$ cat src/rtl/sram_fifo_ctrl_if.sv
// sram_fifo_ctrl_if
//   Bundles the push stream, pop stream, status outputs and SRAM port
//   signals of the FIFO controller.
//   master : the controller's view. It receives push_valid/push_data,
//            pop_ready and ram_read_data. It drives everything else.
//   slave  : the environment's view, which is the producer, consumer and RAM.
// Signals
//   push_valid/push_ready/push_data : enqueue handshake
//   pop_valid/pop_ready/pop_data    : dequeue handshake (registered head word)
//   level, full, empty              : occupancy status
//   ram_wr_en/ram_write_addr/ram_write_data : RAM write port
//   ram_rd_en/ram_read_addr/ram_read_data   : RAM read port (async read data)
interface sram_fifo_ctrl_if #(
  parameter int datawidth = 8,
  parameter int addrwidth = 8
);
  logic                 push_valid;
  logic                 push_ready;
  logic [datawidth-1:0] push_data;
  logic                 pop_valid;
  logic                 pop_ready;
  logic [datawidth-1:0] pop_data;
  logic [addrwidth:0]   level;
  logic                 full;
  logic                 empty;
  logic                 ram_wr_en;
  logic [addrwidth-1:0] ram_write_addr;
  logic [datawidth-1:0] ram_write_data;
  logic                 ram_rd_en;
  logic [addrwidth-1:0] ram_read_addr;
  logic [datawidth-1:0] ram_read_data;

  modport master (
    input  push_valid, push_data, pop_ready, ram_read_data,
    output push_ready, pop_valid, pop_data, level, full, empty,
           ram_wr_en, ram_write_addr, ram_write_data,
           ram_rd_en, ram_read_addr
  );

  modport slave (
    output push_valid, push_data, pop_ready, ram_read_data,
    input  push_ready, pop_valid, pop_data, level, full, empty,
           ram_wr_en, ram_write_addr, ram_write_data,
           ram_rd_en, ram_read_addr
  );
endinterface

$ cat src/rtl/sram_fifo_ctrl.sv
// sram_fifo_ctrl
//   FIFO controller placed in front of a dual-port SRAM. The SRAM has a
//   synchronous write and an asynchronous read. The controller turns a
//   valid/ready push stream and a valid/ready pop stream into RAM
//   write/read traffic. The head word is held in a one-entry registered
//   output stage. Capacity is 2**addrwidth RAM words plus the output stage.
// Ports
//   wr_clk : single clock for all logic
//   reset  : synchronous, active-high
//   bus    : sram_fifo_ctrl_if.master. It carries the push/pop handshakes,
//            level/full/empty and the RAM port signals.
module sram_fifo_ctrl #(
  parameter int datawidth = 8,
  parameter int addrwidth = 8
) (
  input logic                wr_clk,
  input logic                reset,
  sram_fifo_ctrl_if.master   bus
);
  localparam int PW = addrwidth + 1;

  // Pointers carry one extra wrap bit so full and empty can be told apart.
  logic [PW-1:0]        wr_ptr_q, wr_ptr_d;
  logic [PW-1:0]        rd_ptr_q, rd_ptr_d;
  logic                 pop_valid_q, pop_valid_d;
  logic [datawidth-1:0] pop_data_q, pop_data_d;

  logic [PW-1:0] ram_cnt;
  logic          ram_full;
  logic          ram_empty;
  logic          push_fire;
  logic          pop_fire;
  logic          load;

  // Occupancy and flags come only from registered pointers. Level therefore
  // has no combinational path from push_valid or pop_ready.
  always_comb begin
    ram_cnt   = wr_ptr_q - rd_ptr_q;
    ram_full  = (wr_ptr_q[PW-1] != rd_ptr_q[PW-1]) &&
                (wr_ptr_q[PW-2:0] == rd_ptr_q[PW-2:0]);
    ram_empty = (wr_ptr_q == rd_ptr_q);
  end

  // Push is blocked during reset so that the RAM is not written in the reset cycle.
  // The output stage refills whenever it is empty or is being drained.
  always_comb begin
    push_fire = bus.push_valid && !ram_full && !reset;
    pop_fire  = pop_valid_q && bus.pop_ready;
    load      = !ram_empty && (!pop_valid_q || bus.pop_ready);
  end

  always_comb begin
    bus.push_ready     = !ram_full && !reset;
    bus.ram_wr_en      = push_fire;
    bus.ram_write_addr = wr_ptr_q[PW-2:0];
    bus.ram_write_data = bus.push_data;
    bus.ram_rd_en      = load;
    bus.ram_read_addr  = rd_ptr_q[PW-2:0];
    bus.pop_valid      = pop_valid_q;
    bus.pop_data       = pop_data_q;
    bus.level          = ram_cnt + {{(PW-1){1'b0}}, pop_valid_q};
    bus.full           = ram_full;
    bus.empty          = ram_empty && !pop_valid_q;
  end

  // A load takes priority over a pop. A load is the refill that happens
  // when a pop and a load occur in the same cycle, which gives one word
  // per cycle when streaming. A pop with no load empties the stage.
  // pop_data keeps its old value in that case.
  always_comb begin
    wr_ptr_d    = wr_ptr_q;
    rd_ptr_d    = rd_ptr_q;
    pop_valid_d = pop_valid_q;
    pop_data_d  = pop_data_q;
    if (push_fire) begin
      wr_ptr_d = wr_ptr_q + PW'(1);
    end
    if (load) begin
      rd_ptr_d    = rd_ptr_q + PW'(1);
      pop_valid_d = 1'b1;
      pop_data_d  = bus.ram_read_data;
    end else if (pop_fire) begin
      pop_valid_d = 1'b0;
    end
  end

  always_ff @(posedge wr_clk) begin
    if (reset) begin
      wr_ptr_q    <= '0;
      rd_ptr_q    <= '0;
      pop_valid_q <= 1'b0;
      pop_data_q  <= '0;
    end else begin
      wr_ptr_q    <= wr_ptr_d;
      rd_ptr_q    <= rd_ptr_d;
      pop_valid_q <= pop_valid_d;
      pop_data_q  <= pop_data_d;
    end
  end
endmodule
$ cat src/flat_wrapper.sv
// flat-port wrapper written by rule: the top's interface ports become plain ports
module sram_fifo_ctrl_flat 
#(
  parameter int datawidth = 8,
  parameter int addrwidth = 8
)
  (wr_clk, reset, bus_push_valid, bus_push_data, bus_pop_ready, bus_ram_read_data, bus_push_ready, bus_pop_valid, bus_pop_data, bus_level, bus_full, bus_empty, bus_ram_wr_en, bus_ram_write_addr, bus_ram_write_data, bus_ram_rd_en, bus_ram_read_addr);
  sram_fifo_ctrl_if #(.datawidth(datawidth), .addrwidth(addrwidth)) bus_i ();
  input logic wr_clk;
  input logic reset;
  input wire logic [$bits(bus_i.push_valid)-1:0] bus_push_valid;
  input wire logic [$bits(bus_i.push_data)-1:0] bus_push_data;
  input wire logic [$bits(bus_i.pop_ready)-1:0] bus_pop_ready;
  input wire logic [$bits(bus_i.ram_read_data)-1:0] bus_ram_read_data;
  output wire logic [$bits(bus_i.push_ready)-1:0] bus_push_ready;
  output wire logic [$bits(bus_i.pop_valid)-1:0] bus_pop_valid;
  output wire logic [$bits(bus_i.pop_data)-1:0] bus_pop_data;
  output wire logic [$bits(bus_i.level)-1:0] bus_level;
  output wire logic [$bits(bus_i.full)-1:0] bus_full;
  output wire logic [$bits(bus_i.empty)-1:0] bus_empty;
  output wire logic [$bits(bus_i.ram_wr_en)-1:0] bus_ram_wr_en;
  output wire logic [$bits(bus_i.ram_write_addr)-1:0] bus_ram_write_addr;
  output wire logic [$bits(bus_i.ram_write_data)-1:0] bus_ram_write_data;
  output wire logic [$bits(bus_i.ram_rd_en)-1:0] bus_ram_rd_en;
  output wire logic [$bits(bus_i.ram_read_addr)-1:0] bus_ram_read_addr;
  assign bus_i.push_valid = bus_push_valid;
  assign bus_i.push_data = bus_push_data;
  assign bus_i.pop_ready = bus_pop_ready;
  assign bus_i.ram_read_data = bus_ram_read_data;
  assign bus_push_ready = bus_i.push_ready;
  assign bus_pop_valid = bus_i.pop_valid;
  assign bus_pop_data = bus_i.pop_data;
  assign bus_level = bus_i.level;
  assign bus_full = bus_i.full;
  assign bus_empty = bus_i.empty;
  assign bus_ram_wr_en = bus_i.ram_wr_en;
  assign bus_ram_write_addr = bus_i.ram_write_addr;
  assign bus_ram_write_data = bus_i.ram_write_data;
  assign bus_ram_rd_en = bus_i.ram_rd_en;
  assign bus_ram_read_addr = bus_i.ram_read_addr;
  sram_fifo_ctrl #(.datawidth(datawidth), .addrwidth(addrwidth)) u_core (.wr_clk(wr_clk), .reset(reset), .bus(bus_i));
endmodule
$ cat config.mk
export PLATFORM = sky130hd
export DESIGN_NAME = sram_fifo_ctrl_flat
export DESIGN_NICKNAME = d
export VERILOG_FILES = /design/src/rtl/sram_fifo_ctrl_if.sv /design/src/rtl/sram_fifo_ctrl.sv /design/src/flat_wrapper.sv
export SDC_FILE = /design/constraint.sdc
export NUM_CORES = 1
export LEC_CHECK = 0
export CAP_MARGIN = 10
export CORE_MARGIN = 10
export CORE_UTILIZATION = 40
export DETAILED_ROUTE_END_ITERATION = 8
export GPL_TIMING_DRIVEN = 0
export PLACE_DENSITY = 0.82
export SYNTH_ARGS = -nofsm -noshare
export SYNTH_HDL_FRONTEND = slang
export SYNTH_SLANG_ARGS = --single-unit
$ cat constraint.sdc
create_clock -name wr_clk -period 2.7 [get_ports wr_clk]
set_clock_uncertainty 0.05 [all_clocks]
set_input_delay 0.27 -clock wr_clk [delete_from_list [all_inputs] [get_ports wr_clk]]
set_output_delay 0.27 -clock wr_clk [all_outputs]
set_load 0.1 [all_outputs]
==> metrics.cfg, run 1 <==
[run_status]
status = finished with violations
violations = negative setup slack

[sta]
maxSlewHeadroom = 0.336
worstMarginPinSlew_ps = 993
final.min_clock_period_ps = 2910
hold_viol = 0
finalSetupViolCount = 3
rsz0062_at_grt = yes
fin_crit_sh = 1.08
hold_ws_ps = 458
max_freq_mhz = 343
setup_ws_ps = -211
drv_slew = 0

[synth]
yosysSeqAreaShare = 0.283
netlist.area_leader.share = 0.283
async_flop_share = 0
ys.flop_type = dfxtp_1
yosys_warnings = 0
synth_area_leader_cell = dfxtp_1
synth_fp_nets = 254
syn_area_um2 = 1910
ys_types = 40
ys_ff_latch = 27
synth_edf_count = 0
yosys-top-cells-area = dfxtp_1, ha_1, buf_4, nor2_1, mux2i_1
synth_cells = 215
avgSynthCellArea_um2 = 8.88

[cts]
cts-root-buf = clkbuf_8
cts_hold_buf = 0
cts.path.max_buffers = 2
cts_buffers = 3
cts_max_level = 1
insertion_delay_ps = 280
cts.sinks = 27
cts_tree = yes
clk_transition_reported_paths_ps = 100

[place]
dpl.hpwl_mm = 3.92
io_buffers = 58
globalplace.congestion = 0.849

[grt]
grt_pass1_vias = 1845
antenna_found_initial = 0
grt_pass1_wl_mm = 8.34
grt_max_degree = 18
grt_busiest_layer = met2
track_usage = 0.129
grt_overflow = 0
use_met3 = 0.0593
grt_util_met2 = 0.233
grt_util_met1 = 0.139

[route]
routedWlPerCell_um = 15.1
drtIter0Drc = 119
drt_wl_total_mm = 5.11
vias = 1769
first_pass_iters = 4
drc = 0
antenna_left = 0
drt-vias-per-instance = 5.23

[finish]
final_core_util = 0.633
layout-drive-gt1-share = 0.324
antennaDiodeCount = 0
final_cell_mix = clkdlybuf4s50_1, buf_4, nor2_1
fillerInstances = 375
sequential_cell_area_um2 = 559
nets = 324
final_common_cell = clkdlybuf4s50_1
multiInputGateArea_um2 = 1350
synthToLayoutAreaGrowth_pct = 54.5

[power_and_ir_drop]
p_comb_frac = 0.795
total_power_w = 0.00368
seq_power_share = 0.138
leakage_nw = 1.22
irDropWorstVdd_uv = 1350
switching_share = 0.596
p_int_w = 0.00149
powerDensity_nw_per_um2 = 1250
clockPowerShare = 0.067
switching_power_w = 0.00220

[critical_path]
cp_num_buf_inv = 1
critPathLaunch = u_core.wr_ptr_q[5]
cpMaxStageDelayCell = dfxtp_1
slowest_delay_ps = 470
end_kind = output pin
cp-start-kind = flop
worstPathRequired_ps = 2380
path_cells = ha_1 > ha_1 > and3_1 > a2111oi_4 > a21oi_2 > xnor2_4 > buf_12
cp.arrival_ps = 2590
r2r-start = u_core.rd_ptr_q[4]
r2r_setup_slack_ps = 390
crit_path_frequent_cell = ha_1
critPathTopFamily = adder cells
path_max_fanout = 6
worstSetupPathType = flop to output pin

[floorplan]
die_h_um = 89.1
io_pins = 67
core-area_um2 = 4660
rows = 25
fp.dieW_um = 89.1
start_util = 0.410
die_area_um2 = 7940

[hold_path]
hold_class = flop to flop
min_from = u_core.bus.pop_data[2]

[job]
drv_cap = 0

==> kinds of logic after synthesis <==
logic type	after synthesis	share of synthesized area
AO/OA/AOI/OAI	30	0.106
AND/OR/NAND/NOR	68	0.197
flip-flops	27	0.283
adder cells (fa/ha/maj)	19	0.128
multiplexers	15	0.0839
buffers and inverters	43	0.138
XOR/XNOR	13	0.0636
==> state kept, by name, indices dropped and copies added, names as in the netlist <==
name                  cells
u_core.wr_ptr_q           9
u_core.bus.pop_data       8
u_core.bus.pop_valid      1
u_core.rd_ptr_q           9
==> worst paths after layout <==
path                            cells past startpoint                      to
worst min-delay path                                2  u_core.bus.pop_data[2]
worst max-delay path                                7            bus_level[8]
worst min register to register                      2  u_core.bus.pop_data[2]
worst max register to register                      8  u_core.bus.pop_data[5]
==> area by class of cell <==
type | instances | area share
Clock buffer | 3 | 0.0140
Clock inverter | 1 | 0.00297
Timing Repair Buffer | 65 | 0.223
Tap cell | 54 | 0.0229
Sequential cell | 27 | 0.190
Inverter | 13 | 0.0165
Buffer | 30 | 0.0751
Multi-Input combinational cell | 145 | 0.456
==> worst reg2reg max path, cell delays in order (launching register included) <==
cell	delay, ps
dfxtp_2	380
inv_1	70
ha_1	340
nand3_1	310
o41ai_4	380
buf_4	190
buf_4	200
mux2i_1	220
nor2_1	60
==> cells in the mapped netlist, types with 5 or more instances <==
library cell and number:
a21oi_1 13, buf_4 25, dfxtp_1 27, ha_1 18, inv_1 12, mux2i_1 10
nand3_1 8, nor2_1 27, o21ai_0 5, or3_1 5, xnor2_1 7, xor2_1 5
==> stage by stage <==
step           setup slack (ps)  setup TNS [ps]  instance area [um2]  instances
2_1_floorplan              -424            -637                 2050        215
3_3_place_gp              -1030           -7290                 2700        327
3_5_place_dp              -1020           -7530                 2700        327
4_1_cts                    -218            -425                 2870        337
5_1_grt                    -316            -932                 2950        338
6_report                   -211            -397                 2950        338
==> power by group through the flow <==
stage / clock network, W / registers, W / logic [W]
2_1_floorplan: 0 / 0.000816 / 0.00189
3_3_place_gp: 0 / 0.000522 / 0.00263
3_5_place_dp: 0 / 0.000524 / 0.00264
4_1_cts: 0.000251 / 0.000510 / 0.00281
5_1_grt: 0.000268 / 0.000517 / 0.00306
6_report: 0.000245 / 0.000509 / 0.00293
==> layer usage <==
layer  vias to the layer above  wire [um]
met1                       829       1970
met3                         4        563
met4                         0         17
met5                         -          0
met2                        63       2570
li1                        873          -
==> repair_timing <==
| item | 4_1_cts | 5_1_grt |
|---|---|---|
| resized for setup | 88 | 18 |
| buffers inserted | 6 | 1 |
| setup endpoints to repair | 14 | 12 |
| pin swaps | 5 | 1 |
(Power assumes the default switching activity.)
==> run 2, diff against run 1 <==
Settings changed: ABC_CLOCK_PERIOD_IN_PS from default to 2700.
==> results of run 2 <==
The final DEF is identical to that of run 1; final timing and power are the same.
==> run 3, diff against run 2 <==
Settings changed: ABC_AREA from default to 1, ABC_CLOCK_PERIOD_IN_PS 2700 to default, PLACE_DENSITY 0.82 to 0.81, SLEW_MARGIN from default to 25.
==> metrics.cfg, run 3 <==
[synth]
synth_cells = 296  ; +38%
synth_edf_count = 0  ; unchanged
ys.flop_type = dfxtp_1
avgSynthCellArea_um2 = 6.92  ; -22%
synth_common_cells = nand2_1, nor2_1, inv_1
netlist.area_leader.share = 0.264  ; -0.0190
synth_area_leader_cell = dfxtp_1
yosys-top-cells-area = dfxtp_1, ha_1, nand2_1, buf_4, nor2_1
yosys_warnings = 0  ; unchanged
yosysMostFrequentCell = nand2_1
synth_fp_nets = 335  ; +32%
ys_ff_latch = 27  ; unchanged
syn_area_um2 = 2050  ; +7.2%
async_flop_share = 0  ; unchanged
ys_types = 29  ; -28%
yosysSeqAreaShare = 0.264  ; -0.0190

[cts]
clk_transition_reported_paths_ps = 100  ; about the same
cts-root-buf = clkbuf_8
cts.sinks = 27  ; unchanged
cts_buffers = 3  ; unchanged
cts_tree = yes
cts.path.max_buffers = 2  ; unchanged
insertion_delay_ps = 280  ; about the same
cts_max_level = 1  ; unchanged

[place]
globalplace.congestion = 0.826  ; -2.8%
io_buffers = 56  ; -3.4%
place_inst = 419  ; +28%
dpl.hpwl_mm = 4.28  ; +9.2%

[sta]
worstMarginPinSlew_ps = 991  ; -2.44 ps
drv_slew = 0  ; unchanged
final.min_clock_period_ps = 2650  ; -260 ps
finalSetupViolCount = 0  ; -3
max_freq_mhz = 377  ; +9.8%
fin_crit_sh = 0.982  ; -0.0964
hold_viol = 0  ; unchanged
maxSlewHeadroom = 0.337  ; +0.00163
rsz0062_at_grt = yes

[route]
first_pass_iters = 4  ; unchanged
vias = 2009  ; +14%
drt_wl_total_mm = 5.40  ; +5.5%
drt-vias-per-instance = 4.74  ; -9.5%
drtIter0Drc = 83  ; -30%
routedWlPerCell_um = 12.7  ; -16%
antenna_left = 0  ; unchanged
drc = 0  ; unchanged

[grt]
grt_max_degree = 16  ; -2
grt_pass1_wl_mm = 8.59  ; +3.0%
track_usage = 0.119  ; -0.00983
grt_overflow = 0  ; unchanged
antenna_found_initial = 0  ; unchanged
grt_pass1_vias = 1912  ; +3.6%

[critical_path]
cp-start-kind = flop
path_max_fanout = 6  ; unchanged
critPathLaunch = u_core.rd_ptr_q[2]
cp.arrival_ps = 2330  ; -260 ps
worstSetupPathType = flop to output pin
end_kind = output pin
r2r-start = u_core.rd_ptr_q[6]
worstPathRequired_ps = 2380  ; about the same

[finish]
final_common_cell = nand2_1
synthToLayoutAreaGrowth_pct = 44.8
fillerInstances = 420  ; +12%
nets = 397  ; +23%
final_cell_mix = nand2_1, clkdlybuf4s50_1, nor2_1
fin_cells = 424  ; +25%
antennaDiodeCount = 0  ; unchanged
layout-drive-gt1-share = 0.249  ; -0.0746

[floorplan]
start_util = 0.422  ; +0.0125
die_area_um2 = 8380  ; +5.6%
rows = 25  ; unchanged
die_h_um = 91.5  ; +2.7%
io_pins = 67  ; unchanged
fp.dieW_um = 91.5  ; +2.7%
core-area_um2 = 4850  ; +4.0%

[job]
drv_cap = 0  ; unchanged

[hold_path]
hold_class = input pin to flop
min_from = reset

[run_status]
status = complete, no violations

[run 3: path summary, 6_finish.rpt]
| kind | to | slack [ps] | cells after the start |
|---|---|---|---|
| max reg2reg | u_core.bus.pop_data[2] | 710 | 10 |
| min reg2reg | u_core.bus.pop_data[3] | 440 | 2 |
| max | bus_level[5] | 50 | 8 |
| min | u_core.rd_ptr_q[4] | 240 | 2 |
[run 3: kinds of logic after synthesis]
group	count (synthesis)	synth area share
simple gates	137	0.298
fa+ha+maj	19	0.120
flops	27	0.264
xor+xnor	10	0.0428
buf+inv	67	0.183
compound gates	36	0.0923
[run 3: per-layer routing]
layer,track usage,part of all wire,vias to the layer above,routed length (um)
li1,-,-,1049,-
met1,0.135,0.42,892,2290
met2,0.213,0.49,66,2640
met3,0.0453,0.083,2,446
met4,0.0117,0.0037,0,20
met5,0,0,-,0
[run 3: cell type report]
cell class	count	area [um2]	area share
clock inverter	1	5.00	0.00169
sequential	27	561	0.189
buffer	32	243	0.0819
multi-input combinational	202	1320	0.445
clock buffer	3	41.3	0.0139
inverter	35	131	0.0443
tap	67	83.8	0.0283
timing repair buffer	57	579	0.195
[run 3: what timing repair did]
action	4_1_cts	5_1_grt
endpoints found under the setup margin	14	8
hold buffers	0	0
pin swaps	1	4
resized for setup	78	24
setup buffers	0	1
[run 3: per-stage QoR]
step                      area (um2)  utilization  setup WS, ps  hold WS [ps]  setup TNS, ps
after floorplan                 2150            -          -213           384           -457
after global placement          2790        0.575          -782           413          -5000
after detailed placement        2790        0.575          -803           427          -5280
after CTS                       2900        0.597          3.95           247              0
after global routing            2960        0.611         -22.9           253          -55.1
final                           2960        0.611          48.8           240              0
[run 3: critical path, stage by stage (launching register included)]
cell and delay, ps:
dfxtp_2 390, inv_1 60, ha_1 340, ha_4 280
a21oi_1 150, nand2_1 160, a31oi_2 270, xor2_4 160
buf_6 230
Power of run 3 is left out: the tool's default activity adds up to more than one toggle a clock period on the data nets, which glitch-free logic cannot reach.
